### config.mk
export PLATFORM = sky130hd
export DESIGN_NAME = sdx_kernel_chunk_scheduler
export DESIGN_NICKNAME = d
export VERILOG_FILES = /design/src/rtl/sdx_sched_pkg.sv /design/src/rtl/sdx_sched_watchdog.sv /design/src/rtl/sdx_kernel_chunk_scheduler.sv
export SDC_FILE = /design/constraint.sdc
export NUM_CORES = 1
export LEC_CHECK = 0
export BUFFER_PORTS_ARGS = -buffer_cell sky130_fd_sc_hd__buf_2
export CAP_MARGIN = 25
export CORE_ASPECT_RATIO = 0.8
export CORE_MARGIN = 2
export CORE_UTILIZATION = 62
export CTS_CLUSTER_DIAMETER = 50
export DETAILED_ROUTE_END_ITERATION = 8
export PLACE_DENSITY = 0.83
export SETUP_SLACK_MARGIN = 0.2
export SLEW_MARGIN = 20
export SYNTH_ARGS = -nofsm -noshare
export SYNTH_HDL_FRONTEND = slang
export SYNTH_SLANG_ARGS = --single-unit
### constraint.sdc
create_clock -name ap_clk -period 10.9 [get_ports ap_clk]
set_input_delay 1.09 -clock ap_clk [delete_from_list [all_inputs] [get_ports ap_clk]]
set_output_delay 1.09 -clock ap_clk [all_outputs]
set_load 0.05 [all_outputs]
### src/rtl/sdx_sched_pkg.sv
// Shared types and default constants for the chunk scheduler.
package sdx_sched_pkg;

    typedef enum logic [1:0] {
        IDLE  = 2'd0,
        ISSUE = 2'd1,
        WAIT  = 2'd2,
        DONE  = 2'd3
    } sched_state_t;

    localparam int unsigned SCHED_CHUNK_BYTES    = 4096;
    localparam int unsigned SCHED_BEAT_BYTES     = 64;
    localparam int unsigned SCHED_TIMEOUT_CYCLES = 65536;

    // Ceiling log2, used to find the beat-alignment shift.
    function automatic int unsigned sched_log2(input int unsigned value);
        int unsigned r;
        r = 0;
        for (int unsigned i = 0; i < 32; i++) begin
            if ((32'd1 << i) < value) begin
                r = i + 1;
            end
        end
        return r;
    endfunction

endpackage

### src/rtl/sdx_sched_watchdog.sv
// WAIT-state watchdog: counts enabled cycles, flags expiry on the C_LIMIT-th one.
module sdx_sched_watchdog #(
    parameter int unsigned C_LIMIT = 65536
) (
    input  logic ap_clk,
    input  logic areset,
    input  logic clear,
    input  logic enable,
    output logic expired_c
);

    localparam int unsigned CNT_W = $clog2(C_LIMIT + 1);

    logic [CNT_W-1:0] count;

    always_ff @(posedge ap_clk) begin
        if (areset || clear) begin
            count <= '0;
        end else if (enable && !expired_c) begin
            count <= count + CNT_W'(1);
        end
    end

    assign expired_c = enable && (count == CNT_W'(C_LIMIT - 1));

endmodule

### src/rtl/sdx_kernel_chunk_scheduler.sv
// Splits a host job into engine-sized chunks and sequences the engine handshake.
// Optional WAIT watchdog enabled by defining SDX_SCHED_TIMEOUT_EN.
module sdx_kernel_chunk_scheduler
    import sdx_sched_pkg::*;
#(
    parameter int unsigned C_ADDR_WIDTH      = 64,
    parameter int unsigned C_XFER_SIZE_WIDTH = 32,
    parameter int unsigned C_CHUNK_BYTES     = SCHED_CHUNK_BYTES,
    parameter int unsigned C_BEAT_BYTES      = SCHED_BEAT_BYTES,
    parameter int unsigned C_TIMEOUT_CYCLES  = SCHED_TIMEOUT_CYCLES
) (
    input  logic                         ap_clk,
    input  logic                         areset,
    input  logic                         ap_start,
    output logic                         ap_idle,
    output logic                         ap_done,
    input  logic [C_ADDR_WIDTH-1:0]      ctrl_base_addr,
    input  logic [C_XFER_SIZE_WIDTH-1:0] ctrl_total_bytes,
    output logic                         eng_start,
    output logic [C_ADDR_WIDTH-1:0]      eng_addr_offset,
    output logic [C_XFER_SIZE_WIDTH-1:0] eng_xfer_size,
    input  logic                         eng_done,
    output logic [C_XFER_SIZE_WIDTH-1:0] chunk_idx,
    output logic                         sched_timeout
);

    localparam int unsigned BEAT_LOG2 = sched_log2(C_BEAT_BYTES);
    localparam logic [C_XFER_SIZE_WIDTH-1:0] CHUNK_SIZE = C_XFER_SIZE_WIDTH'(C_CHUNK_BYTES);

    // Elaboration-time sanity check of the geometry parameters.
    if (((C_CHUNK_BYTES & (C_CHUNK_BYTES - 1)) != 0) ||
        ((C_CHUNK_BYTES % C_BEAT_BYTES) != 0) || (C_TIMEOUT_CYCLES == 0)) begin : g_bad_params
        $error("sdx_kernel_chunk_scheduler: invalid chunk/beat/timeout parameters");
    end

    sched_state_t                 state, state_n;
    logic                         ap_start_r;
    logic                         start_pulse_c;
    logic [C_ADDR_WIDTH-1:0]      cursor, cursor_n;
    logic [C_XFER_SIZE_WIDTH-1:0] remaining, remaining_n;
    logic [C_XFER_SIZE_WIDTH-1:0] chunk_idx_n;
    logic [C_XFER_SIZE_WIDTH-1:0] chunk_size_c;
    logic                         wd_expired_c;

    assign start_pulse_c = ap_start & ~ap_start_r;
    assign chunk_size_c  = (remaining_n < CHUNK_SIZE) ? remaining_n : CHUNK_SIZE;

    // Next-state and chunk bookkeeping.
    always_comb begin
        state_n     = state;
        cursor_n    = cursor;
        remaining_n = remaining;
        chunk_idx_n = chunk_idx;
        case (state)
            IDLE: begin
                if (start_pulse_c) begin
                    cursor_n    = ctrl_base_addr;
                    remaining_n = (ctrl_total_bytes >> BEAT_LOG2) << BEAT_LOG2;
                    state_n     = (remaining_n == '0) ? DONE : ISSUE;
                end
            end
            ISSUE: begin
                state_n = WAIT;
            end
            WAIT: begin
                if (eng_done) begin
                    cursor_n    = cursor + C_ADDR_WIDTH'(eng_xfer_size);
                    remaining_n = remaining - eng_xfer_size;
                    if (remaining_n == '0) begin
                        state_n = DONE;
                    end else begin
                        chunk_idx_n = chunk_idx + C_XFER_SIZE_WIDTH'(1);
                        state_n     = ISSUE;
                    end
                end else if (wd_expired_c) begin
                    state_n = DONE;
                end
            end
            DONE: begin
                chunk_idx_n = '0;
                state_n     = IDLE;
            end
            default: begin
                state_n = IDLE;
            end
        endcase
    end

    // State, bookkeeping and registered outputs, all decoded from the next state.
    always_ff @(posedge ap_clk) begin
        if (areset) begin
            state           <= IDLE;
            ap_start_r      <= 1'b0;
            cursor          <= '0;
            remaining       <= '0;
            chunk_idx       <= '0;
            ap_idle         <= 1'b1;
            ap_done         <= 1'b0;
            eng_start       <= 1'b0;
            eng_addr_offset <= '0;
            eng_xfer_size   <= '0;
        end else begin
            state      <= state_n;
            ap_start_r <= ap_start;
            cursor     <= cursor_n;
            remaining  <= remaining_n;
            chunk_idx  <= chunk_idx_n;
            ap_idle    <= (state_n == IDLE) || (state_n == DONE);
            ap_done    <= (state_n == DONE);
            eng_start  <= (state_n == ISSUE);
            if (state_n == ISSUE) begin
                eng_addr_offset <= cursor_n;
                eng_xfer_size   <= chunk_size_c;
            end
        end
    end

`ifdef SDX_SCHED_TIMEOUT_EN
    logic wd_clear_c;
    logic wd_enable_c;

    assign wd_clear_c  = (state != WAIT);
    assign wd_enable_c = (state == WAIT);

    sdx_sched_watchdog #(
        .C_LIMIT (C_TIMEOUT_CYCLES)
    ) u_watchdog (
        .ap_clk    (ap_clk),
        .areset    (areset),
        .clear     (wd_clear_c),
        .enable    (wd_enable_c),
        .expired_c (wd_expired_c)
    );

    // Sticky until reset or the next accepted job.
    always_ff @(posedge ap_clk) begin
        if (areset) begin
            sched_timeout <= 1'b0;
        end else if ((state == WAIT) && !eng_done && wd_expired_c) begin
            sched_timeout <= 1'b1;
        end else if ((state == IDLE) && start_pulse_c) begin
            sched_timeout <= 1'b0;
        end
    end
`else
    assign wd_expired_c  = 1'b0;
    assign sched_timeout = 1'b0;
`endif

endmodule

==> impl_metrics.tcl, run 1 <==
set metrics [dict create \
    via_count 14399 \
    slew_headroom_pct 31.8 \
    syn_area_mm2 0.0136 \
    finalSetupTns_ps 0 \
    cp_top_family "compound AO/OA/AOI/OAI gates" \
    synth-async-reset-ratio_pct 0 \
    yosys_warnings 0 \
    ant_nets 0 \
    place_area_mm2 0.0148 \
    h-tree-depth 1 \
    dr.pass1.iters 5 \
    portBuffers 224 \
    crit_slowest_cell "or4_1" \
    dp_slack_ps 4520 \
    grt-ovfl-total 0 \
    dp.final_hpwl_mm 32.5 \
    fmax_ghz 0.152 \
    min_period_ps 6590 \
    io_pins 232 \
    core-area_mm2 0.0216 \
    powerDensity_mw_per_mm2 180 \
    clk_latency_ps 530 \
    row_count 48 \
    cts_buffers 27 \
    nFillCells 1686 \
    finalCoreUtilization_pct 73.3 \
    worst-path-buf-inv 2 \
    slew_violations 0 \
    first_global_vias 12820 \
    place.gp.congestion 0.976 \
    cts_setup_buffers 0 \
    clk_path_buf_depth 3 \
    clockRootBuffer "clkbuf_16" \
    grt_first_pass_wirelength_mm 69.2 \
    ys_seq_area_share_pct 33.9 \
    startpoint_type "flop" \
    via_per_inst 6.59 \
    drc 0 \
    cts-resized-gates 0 \
    crit_fanout 37 \
    dieArea_mm2 0.0231 \
    fin_area_mm2 0.0158 \
    die_w_um 169 \
    initial_utilization_pct 63.0 \
    timing_hold_violations_final 0 \
    max_cap_violations 0 \
    rsz0062_at_grt "false" \
    dominantRegCellSynth "dfxtp_1" \
    drt_iter0_drc 1624 \
    synthTopCellsByCount "dfxtp_1, nor2_1, nand2_1" \
    wire_per_inst_um 20.8 \
    post-route-period-util_pct 60.4 \
    grt_usage_pct 37.5 \
    hold_buffers 0 \
    worst_slack_ps 4310 \
    crit_type "flop to flop" \
    synth_edf_count 0 \
    setup_viol 0 \
    skew_ps 11.0 \
    synth_fp_nets 1889 \
    hold_ws_ps 448 \
    cp_common_cell "o21ai_0" \
    critPathRequiredTime_ps 11300 \
    yosysMostFrequentCell "dfxtp_1" \
    syn_avg_cell_area_um2 7.89 \
    peakVddDrop_mv 0.151 \
    clock-sinks 230 \
    status "complete, no violations" \
    min_path_type "flop to flop" \
    synth_top_area_share_pct 33.9 \
    grt_max_degree 85 \
    critPathArrivalTime_ps 6980 \
    synth_cell_types 84 \
    crit_chain "ha_1, inv_1, fa_1, a21o_1, a221oi_4, nor4_1, or3_4, o311ai_1, o21ai_0, a2111o_1, or4_1, a21oi_1, a211oi_1, ha_4, nand2b_1, clkinv_1, nand2_1, o21ai_0" \
    yosys-top-cells-area "dfxtp_1, ha_1, nor2_1" \
    synthCells 1721 \
    ys_ff_latch 230 \
    fin_nets 2051 \
    wl_mm 45.4 \
    leakagePower_nw 6.83 \
    synth_top_area_cell "dfxtp_1" \
    grt_antenna_before_repair 5 \
    cpPeakStageDelay_ps 760 \
    syn_to_final_growth_pct 16.4 \
    worstMarginPinSlew_ps 1010 \
    fp.dieH_um 136 \
    path_clk_slew_ps 60 \
    cts_tree "built" \
    drive_gt1_share_pct 16.6 \
    endpoint_kind "flop" \
]
-- worst register-to-register path: cells and delay by family (launching register included) --
| family | cells | cell delay, ps |
|---|---|---|
| AO/OA/AOI/OAI | 8 | 2310 |
| AND/OR/NAND/NOR | 5 | 2240 |
| adder cells (fa/ha/maj) | 3 | 950 |
| buffers and inverters | 2 | 530 |
| flip-flops | 1 | 420 |
-- path summary, 6_finish.rpt --
| kind | slack [ps] | from | endpoint | cells after the start |
|---|---|---|---|---|
| max reg2reg | 4310 | eng_xfer_size[0]$_SDFFE_PP0P_ | eng_xfer_size[1]$_SDFFE_PP0P_ | 18 |
| max | 4310 | eng_xfer_size[0]$_SDFFE_PP0P_ | eng_xfer_size[1]$_SDFFE_PP0P_ | 18 |
| min | 450 | eng_addr_offset[14]$_SDFFE_PP0P_ | eng_addr_offset[14]$_SDFFE_PP0P_ | 2 |
| min reg2reg | 450 | eng_addr_offset[14]$_SDFFE_PP0P_ | eng_addr_offset[14]$_SDFFE_PP0P_ | 2 |
-- report_power, final --
group	switching [mW]	internal (mW)	leakage, nW
combinational	0.599	0.281	4.46
sequential	0.0539	0.910	1.88
clock	0.381	0.612	0.487
total	1.03	1.80	6.83
-- cells by family after synthesis --
logic type,count (synthesis),share of synthesized area [%]
flops,230,33.9
other cells,1,0.0276
xor+xnor,65,4.19
buf+inv,168,4.70
compound gates,517,26.3
fa+ha+maj,68,6.38
mux,15,1.12
simple gates,657,23.4
-- layout by cell type (no fill, tap or decap), types with 15 or more instances in the layout --
master	Yosys	layout
a221oi_1	32	32
a22o_1	19	19
nor3_1	45	45
a21o_1	38	38
nand3_1	39	39
a211oi_1	54	54
buf_4	1	18
a31oi_1	22	22
o21ai_0	75	75
o21a_1	19	19
ha_1	66	65
a21oi_1	119	119
buf_2	3	223
nand2b_1	15	15
a22oi_1	25	25
xor2_1	20	20
xnor2_1	45	45
inv_1	59	59
nand4_1	37	37
and3_1	35	35
nor2_1	215	211
nor4_1	24	24
dfxtp_1	230	230
clkbuf_16	0	27
nand2_1	159	159
-- cell type report --
cell class / count / area [µm²] / area share [%]
sequential: 230 / 4600 / 29.1
antenna: 6 / 15.0 / 0.0950
tap: 275 / 344 / 2.18
timing repair buffer: 241 / 1250 / 7.92
inverter: 60 / 225 / 1.43
clock inverter: 16 / 235 / 1.49
clock buffer: 33 / 748 / 4.74
multi-input combinational: 1323 / 8370 / 53.0
-- metrics by stage --
stage                     std cells  total power, mW
after floorplan                1721             1.60
after global placement         2129             1.82
after detailed placement       2129             1.83
after CTS                      2178             2.81
after global routing           2182             2.94
final                          2184             2.84
-- flip-flops by register name (all words and copies together) (netlist names) --
| register | flops |
|---|---|
| eng_addr_offset | 64 |
| eng_xfer_size | 32 |
| eng_start | 1 |
| state | 2 |
| remaining | 32 |
| chunk_idx | 32 |
| ap_idle | 1 |
| cursor | 64 |
| ap_done | 1 |
| ap_start_r | 1 |
-- routing by layer --
layer | part of all wire (%) | up-vias | GRT usage, % | wire length, µm
li1 | - | 6686 | - | -
met1 | 44 | 6771 | 53.6 | 20000
met2 | 43 | 837 | 57.6 | 19300
met3 | 11 | 105 | 7.37 | 4880
met4 | 2.6 | 0 | 10.2 | 1170
met5 | 0 | - | 0 | 0
No activity file was read; power rests on OpenSTA's default activity.
==> run 2, diff against run 1 <==
- CORE_UTILIZATION: 62 -> 52
- PLACE_DENSITY: 0.83 -> 0.74
- clock period: 10.9 -> 5.5 ns (I/O delays scaled with it)
==> run 2 against run 1 <==
Sequential power up 98%; clock power up 110%; non-clock buffer count up 19; critical endpoint is now eng_addr_offset[57]$_SDFFE_PP0P_.
==> impl_metrics.tcl, run 2 (synthesis results as in run 1) <==
set metrics [dict create \
    clockRootBuffer "clkbuf_16" \
    crit_type "flop to flop" \
    io_pins 232 \
    h-tree-depth 1 \
    slew_headroom_pct 33.3 \
    via_per_inst 6.24 \
    status "complete, no violations" \
    path_clk_slew_ps 70 \
    critPathRequiredTime_ps 5930 \
    fin_nets 2072 \
    startpoint "remaining[0]$_SDFF_PP0_" \
    grt_max_degree 83 \
    endpoint_kind "flop" \
    crit_chain "inv_1, ha_1, inv_1, fa_1, a21o_1, a221oi_4, nor4_2, or3_4, xor2_1, or3_1, or4_4, or4_4, a21oi_2, a211oi_2, ha_4, nand2b_1, clkinv_1, buf_4, a22o_1" \
    skew_ps 21.7 \
    initial_utilization_pct 53.2 \
    place.gp.congestion 0.945 \
    powerDensity_mw_per_mm2 357 \
    drt_iter0_drc 1571 \
    via_count 14216 \
    cts_buffers 29 \
    fin_area_mm2 0.0162 \
    syn_to_final_growth_pct 19.0 \
    row_count 52 \
    grt_first_pass_wirelength_mm 70.5 \
    mostFrequentLayoutCell "dfxtp_1" \
    drc 0 \
    cpPeakStageDelay_ps 560 \
    cts_tree "built" \
    peakVddDrop_mv 0.259 \
    startpoint_type "flop" \
    dp.final_hpwl_mm 34.0 \
    first_global_vias 12701 \
    post-route-period-util_pct 93.6 \
    wl_mm 46.1 \
    ant_nets 0 \
    core-area_mm2 0.0255 \
    timing_hold_violations_final 0 \
    grt_usage_pct 32.4 \
    r2r_end "eng_addr_offset[57]$_SDFFE_PP0P_" \
    slew_violations 0 \
    grt-ovfl-total 0 \
    reg2regPathDepth 19 \
    setup_viol 0 \
    finalSetupTns_ps 0 \
    most-common-layout-cells "dfxtp_1, buf_2, nor2_1, nand2_1, a21oi_1" \
    nFillCells 2340 \
    place_area_mm2 0.0150 \
    leakagePower_nw 6.95 \
    min_path_type "input pin to flop" \
    rsz0062_at_grt "false" \
    worstMarginPinSlew_ps 1000 \
    portBuffers 224 \
    drive_gt1_share_pct 18.0 \
    min_period_ps 5150 \
    r2r_slack_ps 350 \
    r2r-start "remaining[0]$_SDFF_PP0_" \
    reg_top3 "cursor x64, eng_addr_offset x64" \
    crit_slowest_cell "or4_4" \
    grt_antenna_before_repair 4 \
    die_w_um 185 \
    worstSetupEndpoint "eng_addr_offset[57]$_SDFFE_PP0P_" \
    hold_buffers 0 \
    fp.dieH_um 149 \
    crit_fanout 8 \
    clk_latency_ps 560 \
    dieArea_mm2 0.0274 \
    clock-sinks 230 \
    wire_per_inst_um 20.2 \
    clk_path_buf_depth 3 \
    max_cap_violations 0 \
    power_mw 5.77 \
    finalCoreUtilization_pct 63.3 \
    fmax_ghz 0.194 \
    critPathArrivalTime_ps 5580 \
    dr.pass1.iters 6 \
]
run 2: how the worst min path moves through the flow:
stage,startpoint,end,slack (ps),depth (start not counted)
floorplan,cursor[28]$_SDFF_PP0_,cursor[28]$_SDFF_PP0_,460,2
global placement,eng_addr_offset[14]$_SDFFE_PP0P_,eng_addr_offset[14]$_SDFFE_PP0P_,430,2
detailed placement,eng_addr_offset[30]$_SDFFE_PP0P_,eng_addr_offset[30]$_SDFFE_PP0P_,440,2
CTS,ap_start,ap_start_r$_SDFF_PP0_,230,2
global route,ap_start,ap_start_r$_SDFF_PP0_,240,2
finish,ap_start,ap_start_r$_SDFF_PP0_,240,2
run 2: where the power goes:
group	internal (mW)	switching (mW)
Clock	1.25	0.806
Sequential	1.80	0.109
Combinational	0.597	1.20
run 2: metrics by stage:
| stage | hold slack (ps) | instances | setup WS (ps) |
|---|---|---|---|
| finish | 243 | 2279 | 352 |
| global route | 235 | 2279 | 221 |
| CTS | 227 | 2274 | 217 |
| detailed placement | 444 | 2221 | 267 |
| global placement | 433 | 2221 | 244 |
| floorplan | 458 | 1721 | 344 |
run 2: layout make-up:
| type | instances | area [µm²] | area share, % |
|---|---|---|---|
| Multi-Input combinational cell | 1323 | 8400 | 52.0 |
| Clock inverter | 21 | 295 | 1.83 |
| Clock buffer | 32 | 757 | 4.69 |
| Timing Repair Buffer | 260 | 1420 | 8.79 |
| Sequential cell | 230 | 4610 | 28.5 |
| Inverter | 60 | 225 | 1.39 |
| Tap cell | 351 | 439 | 2.72 |
| Antenna cell | 2 | 5.00 | 0.0310 |
run 2: layer usage:
layer / track usage [%] / part of all wire [%] / vias up / wire (µm)
met5: 0 / 0.065 / - / 30
met4: 7.86 / 2.4 / 4 / 1110
met3: 6.81 / 11 / 93 / 4920
met2: 47.6 / 42 / 721 / 19200
met1: 48.2 / 45 / 6658 / 20800
li1: - / - / 6740 / -
run 2: worst max-delay path, delay by kind of cell (launching register included):
family	cells	cell delay, ps
AND/OR/NAND/NOR	6	2090
AO/OA/AOI/OAI	5	1100
adder cells (fa/ha/maj)	3	830
buffers and inverters	4	480
flip-flops	1	310
XOR/XNOR	1	200
run 2: timing repair:
item	in CTS	in global routing
endpoints found under the setup margin	0	75
buffers inserted	0	3
resized for setup	0	8
